File: src/rtl/multicycle_ctrl_pkg.sv
// Shared encodings for the multi-cycle NPC control FSM: states, RV32 opcodes,
// trap causes, SYSTEM immediates and the instruction-class decoder.
package multicycle_ctrl_pkg;

  typedef enum logic [3:0] {
    CTRL_IF_REQ   = 4'd0,
    CTRL_IF_WAIT  = 4'd1,
    CTRL_ID       = 4'd2,
    CTRL_EX       = 4'd3,
    CTRL_MEM_REQ  = 4'd4,
    CTRL_MEM_WAIT = 4'd5,
    CTRL_WB       = 4'd6,
    CTRL_TRAP     = 4'd7,
    CTRL_HALT     = 4'd8
  } ctrl_state_e;

  localparam logic [6:0] OPC_LOAD   = 7'b0000011;
  localparam logic [6:0] OPC_STORE  = 7'b0100011;
  localparam logic [6:0] OPC_OP     = 7'b0110011;
  localparam logic [6:0] OPC_OP_IMM = 7'b0010011;
  localparam logic [6:0] OPC_LUI    = 7'b0110111;
  localparam logic [6:0] OPC_AUIPC  = 7'b0010111;
  localparam logic [6:0] OPC_JAL    = 7'b1101111;
  localparam logic [6:0] OPC_JALR   = 7'b1100111;
  localparam logic [6:0] OPC_BRANCH = 7'b1100011;
  localparam logic [6:0] OPC_SYSTEM = 7'b1110011;

  localparam logic [3:0] CAUSE_FETCH   = 4'd1;
  localparam logic [3:0] CAUSE_ILLEGAL = 4'd2;
  localparam logic [3:0] CAUSE_EBREAK  = 4'd3;
  localparam logic [3:0] CAUSE_LOAD    = 4'd5;
  localparam logic [3:0] CAUSE_STORE   = 4'd7;
  localparam logic [3:0] CAUSE_ECALL   = 4'd11;

  localparam logic [11:0] SYS_ECALL  = 12'h000;
  localparam logic [11:0] SYS_EBREAK = 12'h001;
  localparam logic [11:0] SYS_MRET   = 12'h302;

  typedef struct packed {
    logic legal;
    logic is_mem;
    logic is_store;
    logic is_ecall;
    logic is_ebreak;
    logic wb_rf;
    logic wb_csr;
  } dec_t;

  function automatic dec_t decode(input logic [6:0] opc, input logic [2:0] f3,
                                  input logic [11:0] imm);
    dec_t d;
    d = '0;
    case (opc)
      OPC_LOAD: begin
        d.legal  = 1'b1;
        d.is_mem = 1'b1;
        d.wb_rf  = 1'b1;
      end
      OPC_STORE: begin
        d.legal    = 1'b1;
        d.is_mem   = 1'b1;
        d.is_store = 1'b1;
      end
      OPC_BRANCH: d.legal = 1'b1;
      OPC_OP, OPC_OP_IMM, OPC_LUI, OPC_AUIPC, OPC_JAL, OPC_JALR: begin
        d.legal = 1'b1;
        d.wb_rf = 1'b1;
      end
      OPC_SYSTEM: begin
        if (f3 != 3'd0) begin
          d.legal  = 1'b1;
          d.wb_rf  = 1'b1;
          d.wb_csr = 1'b1;
        end else begin
          case (imm)
            SYS_ECALL: begin
              d.legal    = 1'b1;
              d.is_ecall = 1'b1;
            end
            SYS_EBREAK: begin
              d.legal     = 1'b1;
              d.is_ebreak = 1'b1;
            end
            SYS_MRET: begin
              d.legal  = 1'b1;
              d.wb_csr = 1'b1;
            end
            default: d.legal = 1'b0;
          endcase
        end
      end
      default: d = '0;
    endcase
    return d;
  endfunction

endpackage

File: src/rtl/multicycle_ctrl_watchdog.sv
// Bus watchdog: counts cycles spent in a WAIT state and flags the cycle in
// which the count reaches TIMEOUT.
module multicycle_ctrl_watchdog #(
  parameter int TIMEOUT = 255,
  parameter int CNT_W   = 8
) (
  input  logic I_clk,
  input  logic I_rst_n,
  input  logic I_clr,
  input  logic I_en,
  output logic O_timeout
);
  import multicycle_ctrl_pkg::*;

  logic [CNT_W-1:0] r_cnt;
  logic [CNT_W-1:0] w_cnt_inc;

  // w_cnt_inc is the number of wait cycles including the current one
  assign w_cnt_inc = r_cnt + {{(CNT_W-1){1'b0}}, 1'b1};
  assign O_timeout = I_en && (w_cnt_inc == CNT_W'(TIMEOUT));

  // Wait-cycle counter
  always_ff @(posedge I_clk) begin
    if (!I_rst_n) begin
      r_cnt <= '0;
    end else if (I_clr) begin
      r_cnt <= '0;
    end else if (I_en) begin
      r_cnt <= w_cnt_inc;
    end else begin
      r_cnt <= r_cnt;
    end
  end

endmodule

File: src/rtl/multicycle_ctrl.sv
// Main control FSM of the multi-cycle NPC core: fetch, decode, execute,
// memory access, writeback and trap sequencing with registered strobes.
module multicycle_ctrl #(
  parameter int TIMEOUT = 255,
  parameter int CNT_W   = 8
) (
  input  logic        I_clk,
  input  logic        I_rst_n,
  input  logic [6:0]  I_opcode,
  input  logic [2:0]  I_funct3,
  input  logic [11:0] I_sys_imm,
  output logic        O_ifu_req,
  input  logic        I_ifu_gnt,
  input  logic        I_ifu_rvalid,
  output logic        O_lsu_req,
  output logic        O_lsu_we,
  input  logic        I_lsu_gnt,
  input  logic        I_lsu_rvalid,
  output logic        O_ir_we,
  output logic        O_pc_we,
  output logic        O_rf_we,
  output logic        O_csr_we,
  output logic        O_trap,
  output logic [3:0]  O_trap_cause,
  output logic        O_retire,
  output logic        O_halt,
  output logic [3:0]  O_state
);
  import multicycle_ctrl_pkg::*;

  ctrl_state_e r_state;
  ctrl_state_e w_next;
  logic [3:0]  w_cause;
  dec_t        w_dec;
  logic        w_in_wait;
  logic        w_timeout;

  logic       r_ifu_req, r_lsu_req, r_lsu_we, r_pc_we, r_rf_we;
  logic       r_csr_we, r_trap, r_retire, r_halt;
  logic [3:0] r_trap_cause;

  assign w_dec     = decode(I_opcode, I_funct3, I_sys_imm);
  assign w_in_wait = (r_state == CTRL_IF_WAIT) || (r_state == CTRL_MEM_WAIT);

  multicycle_ctrl_watchdog #(
    .TIMEOUT (TIMEOUT),
    .CNT_W   (CNT_W)
  ) u_watchdog (
    .I_clk     (I_clk),
    .I_rst_n   (I_rst_n),
    .I_clr     (!w_in_wait),
    .I_en      (w_in_wait),
    .O_timeout (w_timeout)
  );

  // State register
  always_ff @(posedge I_clk) begin
    if (!I_rst_n) begin
      r_state <= CTRL_IF_REQ;
    end else begin
      r_state <= w_next;
    end
  end

  // Next-state and trap-cause selection
  always_comb begin
    w_next  = r_state;
    w_cause = 4'd0;
    case (r_state)
      CTRL_IF_REQ: begin
        if (I_ifu_gnt) w_next = CTRL_IF_WAIT;
        else           w_next = CTRL_IF_REQ;
      end
      CTRL_IF_WAIT: begin
        if (I_ifu_rvalid) begin
          w_next = CTRL_ID;
        end else if (w_timeout) begin
          w_next  = CTRL_TRAP;
          w_cause = CAUSE_FETCH;
        end else begin
          w_next = CTRL_IF_WAIT;
        end
      end
      CTRL_ID: begin
        if (w_dec.legal) begin
          w_next = CTRL_EX;
        end else begin
          w_next  = CTRL_TRAP;
          w_cause = CAUSE_ILLEGAL;
        end
      end
      CTRL_EX: begin
        if (w_dec.is_mem) begin
          w_next = CTRL_MEM_REQ;
        end else if (w_dec.is_ebreak) begin
          w_next  = CTRL_TRAP;
          w_cause = CAUSE_EBREAK;
        end else if (w_dec.is_ecall) begin
          w_next  = CTRL_TRAP;
          w_cause = CAUSE_ECALL;
        end else begin
          w_next = CTRL_WB;
        end
      end
      CTRL_MEM_REQ: begin
        if (I_lsu_gnt) w_next = CTRL_MEM_WAIT;
        else           w_next = CTRL_MEM_REQ;
      end
      CTRL_MEM_WAIT: begin
        if (I_lsu_rvalid) begin
          w_next = CTRL_WB;
        end else if (w_timeout) begin
          w_next  = CTRL_TRAP;
          w_cause = w_dec.is_store ? CAUSE_STORE : CAUSE_LOAD;
        end else begin
          w_next = CTRL_MEM_WAIT;
        end
      end
      CTRL_WB: w_next = CTRL_IF_REQ;
      CTRL_TRAP: begin
        // the trap cause register still holds the cause while in TRAP
        if (r_trap_cause == CAUSE_EBREAK) w_next = CTRL_HALT;
        else                              w_next = CTRL_IF_REQ;
      end
      CTRL_HALT: w_next = CTRL_HALT;
      default:   w_next = CTRL_IF_REQ;
    endcase
  end

  // Moore strobes registered from the next state so reset forces them low
  always_ff @(posedge I_clk) begin
    if (!I_rst_n) begin
      r_ifu_req    <= 1'b0;
      r_lsu_req    <= 1'b0;
      r_lsu_we     <= 1'b0;
      r_pc_we      <= 1'b0;
      r_rf_we      <= 1'b0;
      r_csr_we     <= 1'b0;
      r_trap       <= 1'b0;
      r_trap_cause <= 4'd0;
      r_retire     <= 1'b0;
      r_halt       <= 1'b0;
    end else begin
      r_ifu_req    <= (w_next == CTRL_IF_REQ);
      r_lsu_req    <= (w_next == CTRL_MEM_REQ);
      r_lsu_we     <= (w_next == CTRL_MEM_REQ) && w_dec.is_store;
      r_pc_we      <= (w_next == CTRL_WB) || (w_next == CTRL_TRAP);
      r_rf_we      <= (w_next == CTRL_WB) && w_dec.wb_rf;
      r_csr_we     <= ((w_next == CTRL_WB) && w_dec.wb_csr) || (w_next == CTRL_TRAP);
      r_trap       <= (w_next == CTRL_TRAP);
      r_trap_cause <= (w_next == CTRL_TRAP) ? w_cause : 4'd0;
      r_retire     <= (w_next == CTRL_WB);
      r_halt       <= r_halt || (w_next == CTRL_HALT);
    end
  end

  assign O_ifu_req    = r_ifu_req;
  assign O_lsu_req    = r_lsu_req;
  assign O_lsu_we     = r_lsu_we;
  assign O_ir_we      = I_rst_n && (r_state == CTRL_IF_WAIT) && I_ifu_rvalid;
  assign O_pc_we      = r_pc_we;
  assign O_rf_we      = r_rf_we;
  assign O_csr_we     = r_csr_we;
  assign O_trap       = r_trap;
  assign O_trap_cause = r_trap_cause;
  assign O_retire     = r_retire;
  assign O_halt       = r_halt;
  assign O_state      = r_state;

endmodule
File: config.mk
export PLATFORM = sky130hd
export DESIGN_NAME = multicycle_ctrl
export DESIGN_NICKNAME = d
export VERILOG_FILES = /design/src/rtl/multicycle_ctrl_pkg.sv /design/src/rtl/multicycle_ctrl_watchdog.sv /design/src/rtl/multicycle_ctrl.sv
export SDC_FILE = /design/constraint.sdc
export NUM_CORES = 1
export LEC_CHECK = 0
export CAP_MARGIN = 30
export CORE_AREA = 5 5 61 63
export DETAILED_ROUTE_END_ITERATION = 10
export DIE_AREA = 0 0 66 68
export PLACE_DENSITY = 0.8
export RECOVER_POWER = 100
export SLEW_MARGIN = 20
export SYNTH_ARGS = -nofsm -noshare
export SYNTH_HDL_FRONTEND = slang
export SYNTH_SLANG_ARGS = --single-unit
File: constraint.sdc
create_clock -name I_clk -period 2.9 [get_ports I_clk]
set_input_delay 0.87 -clock I_clk [delete_from_list [all_inputs] [get_ports I_clk]]
set_output_delay 0.87 -clock I_clk [all_outputs]
set_load 0.05 [all_outputs]
==> results list <==
* Destination of the worst hold path: O_halt$_SDFF_PN0_
- Number of global-route vias before repair: about 1,300
- Port Buffers: 45
- CTS placed an instance of sky130_fd_sc_hd__clkbuf_4 at the clock tree root.
* Worst hold path class: reg2reg
- Sequential cells were found to cover approximately 38% of the synthesized design area.
- Headroom to the max-slew limit came out at about two thirds.
- Instance count of the mapped netlist: about 150
* Crit Path Class: in2out
- Post-detailed-route wirelength per cell: 14.0 µm
- STA classifies the critical path startpoint as an input pin.
* Dominant synthesized flop cell: sky130_fd_sc_hd__dfxtp_1
- Worst endpoint data arrival time: roughly 1.9 ns
* Max Fclk: between 300 and 400 MHz
- Counting I/O delays and the setup requirement, the final critical path takes 2.78 ns.
- The post-route netlist has 11.5% of its cells at a drive strength greater than 1.
- Total core area: ~3200 µm²
* Number of iterations in the first detailed-routing pass: 4
- In this run the biggest area consumer among cell types represents a little under two fifths of the synthesized area.
* Switching fraction of total power: 31.9%
- Post-detailed-routing wire length: roughly 3400 µm
* Number of buffers inserted for hold repair after clock tree synthesis: 0
- Startpoint of the most critical register-to-register path: u_watchdog.r_cnt[0]$_SDFF_PN0_
- Source of the worst hold timing path: O_halt$_SDFF_PN0_
- Maximum clock insertion buffer count: 2
- Counting tap cells, the placed design contains a total of 242 instances.
* Post-CTS setup buffer count: 0
- Vias post-DR: between 1,000 and 1,500
- Final setup fails: 0
- For this design the static power due to leakage is approximately 0.7 nW.
* Reg2Reg Capture Point: O_trap_cause[1]$_SDFF_PN0_
- Cell breakdown of the critical path: dlygate4sd3_1, and4_1, clkbuf_2
- At the end of routability-driven placement, the weighted congestion stood at ~0.85.
* Internal power: 499 µW
- Relative to the synthesized area, the layout overhead comes to 39.8%.
- RSZ-0062 raised after global routing: no
* Flip-flop and latch count after synthesis: 25
- The worst hold path passes through 2 cells.
- The largest total area in the synthesized netlist belongs to sky130_fd_sc_hd__dfxtp_1.
* Average footprint of a synthesized cell: roughly 8.9 µm²
- Count of non-filler cells in the finished layout: 246
- In the synthesized netlist the async set-or-reset flop fraction comes to 0%.
- Reg-to-reg slack, setup: 0.76 ns
- The number of nets in the synthesized netlist is between 150 and 200.
* Average vias per placed instance: between 5 and 6
- Result of the run: completed
* Cell with the largest stage delay on the worst path: sky130_fd_sc_hd__dlygate4sd3_1
- In this run, the clock network consumes a little over a fifth of the power.
- Maximum number of pins on one net before global-route repair: 16
* Count of antenna-violating nets left after detailed routing: 0
* Max Cap Viol: 0
* IR drop worst, VDD: around 0.38 mV
* Drt first-iter violations: a little over 70
* Worst skew pair latency: 0.33 ns
* H-Tree Level Count: 1
* Pin slew with the least headroom to its limit: 0.520 ns
- Netlist Area Pre-Place: ~1300 µm²
- In this run, post-CTS repair resized a total of 0 instances.
- At the worst endpoint, the required time is 2.03 ns.
- Kind of capture point of the worst setup path: output pin
- Counting the fill cells in the layout gives around 290.
* Initial antenna violation count: 0
- Post-Route Utilization: 58.4%
- Pwr per Cell Area: 395 nW/µm²
- Clock tree synthesis found a total of 25 sinks.
- Yosys warning count: 0
- Global routing finished with a remaining overflow of 0.
* Post-synth cell types: 47
- Num CTS Buffers: 3
- DRC Markers: 0
- Starting utilization of the core area: a little over two fifths
- Final hold vios: 0
- Die Width: about 66 µm
* Area enclosed by the die boundary: roughly 4500 µm²
- Clock-pin slew on the worst setup and hold paths: 0.13 ns
- Yosys mapped a number of flops with a built-in enable equal to 0.
* Critical path peak fanout: 3
- CTS tree: done
- The first global-routing pass estimated 5690 µm of wire.
- Half-perimeter wire length after placement: roughly 2800 µm
- At the end of the flow, the number of nets in the layout was around 230.
* Number of max-slew violations in the final report: 0
* R2R depth: 7
- Per report_power, the combinational group accounts for roughly 28% of the total.
- By area the synthesized netlist is led by sky130_fd_sc_hd__dfxtp_1 (38%), sky130_fd_sc_hd__nor2_1 (6.8%), sky130_fd_sc_hd__nand2_1 (3.1%).
* Die height: 68 µm
* Top Ports: 46
- On the worst path, the slowest cell contributes a delay of roughly 0.57 ns.
- Sequential cells account for between 50% and 60% of the total power.
- Antenna diode count: 0
- Global-route usage over all layers: about 16%
* Final Cycle Share: between 90% and 100%
- On the final layout, the worst clock skew is approximately 0.012 ns.
- # rows: 21
- The analysis attributes to net switching a power of approximately 230 µW.
## logic make-up (layout without fill, tap and decap cells)
| group | after synthesis | after routing | synth area share, % |
|---|---|---|---|
| flops | 25 | 25 | 37.7 |
| fa+ha+maj | 2 | 2 | 1.88 |
| buf+inv | 7 | 58 | 1.98 |
| simple gates | 80 | 80 | 34.9 |
| mux | 4 | 4 | 3.30 |
| compound gates | 27 | 27 | 17.6 |
| xor+xnor | 4 | 4 | 2.64 |
## placed cells by master (no fill, tap or decap), drive strengths merged, types with 3 or more instances in the layout
cell type and n:
a21oi 9, clkbuf 4, clkdlybuf4s50 26, dfxtp 25, dlygate4sd3 18, inv 7, mux2 3, nand2 11
nand2b 4, nand3 5, nand3b 3, nand4 3, nor2 24, nor3 7, nor4 3, nor4b 3
o21ai 3, or3 6
## area by class of cell
| class | count | area (µm²) | share of cell area (%) |
|---|---|---|---|
| Inverter | 7 | 26.3 | 1.42 |
| Tap cell | 46 | 57.6 | 3.10 |
| Clock inverter | 1 | 7.51 | 0.405 |
| Timing Repair Buffer | 47 | 460 | 24.8 |
| Multi-Input combinational cell | 117 | 781 | 42.1 |
| Sequential cell | 25 | 500 | 27.0 |
| Clock buffer | 3 | 22.5 | 1.21 |
## per-stage QoR
step	worst slack [ns]	instance area, µm²	power [mW]	TNS, ns	hold slack [ns]
2_1_floorplan	0.519	1330	0.504	0	0.460
3_3_place_gp	-0.00372	1860	0.590	-0.00372	0.437
3_5_place_dp	-0.0664	1860	0.593	-0.0756	0.455
4_1_cts	0.227	1890	0.750	0	0.473
5_1_grt	0.0869	1860	0.767	0	0.488
6_report	0.120	1860	0.733	0	0.464
## registers in the layout, indices dropped and copies added (netlist names)
name / count
O_rf_we: 1
u_watchdog.r_cnt: 8
O_trap: 1
O_state: 4
O_lsu_req: 1
O_lsu_we: 1
O_ifu_req: 1
O_retire: 1
O_csr_we: 1
O_trap_cause: 4
O_halt: 1
O_pc_we: 1
## layer usage
metal	global-route usage (%)	wire (µm)	up-vias
met1	16.4	1330	611
met3	4.76	219	4
met5	0	0	-
met4	4.57	28	0
met2	31.7	1870	39
li1	-	-	654
## cell usage after synthesis, types with 3 or more instances
cell / number
sky130_fd_sc_hd__a21oi_1: 7
sky130_fd_sc_hd__dfxtp_1: 25
sky130_fd_sc_hd__inv_1: 7
sky130_fd_sc_hd__mux2_2: 3
sky130_fd_sc_hd__nand2_1: 11
sky130_fd_sc_hd__nand2b_1: 4
sky130_fd_sc_hd__nand3_1: 5
sky130_fd_sc_hd__nand3b_1: 3
sky130_fd_sc_hd__nor2_1: 24
sky130_fd_sc_hd__nor3_1: 7
sky130_fd_sc_hd__nor4_1: 3
sky130_fd_sc_hd__or3_1: 4
## worst max-delay path, delay by kind of cell
family / cells / cell delay (ns)
buffers and inverters: 2 / 0.84
and+or+nand+nor: 1 / 0.20
## power by group through the flow
| stage | clock (mW) | sequential, mW | combinational [mW] |
|---|---|---|---|
| floorplan | 0 | 0.414 | 0.0896 |
| global route | 0.178 | 0.371 | 0.219 |
| CTS | 0.164 | 0.369 | 0.217 |
| global placement | 0 | 0.376 | 0.213 |
| finish | 0.160 | 0.368 | 0.205 |
| detailed placement | 0 | 0.377 | 0.216 |
## how the worst max path moves through the flow
stage / from / end / slack (ns) / cells after the start
2_1_floorplan: I_sys_imm[7] / O_rf_we$_SDFF_PN0_ / 0.52 / 6
3_3_place_gp: I_opcode[3] / O_lsu_we$_SDFF_PN0_ / -0.004 / 7
4_1_cts: I_ifu_rvalid / O_ir_we / 0.23 / 3
3_5_place_dp: I_opcode[3] / O_trap_cause[2]$_SDFF_PN0_ / -0.07 / 7
6_report: I_rst_n / O_ir_we / 0.12 / 3
5_1_grt: I_rst_n / O_ir_we / 0.09 / 3
Power figures use the tool's default switching activity.
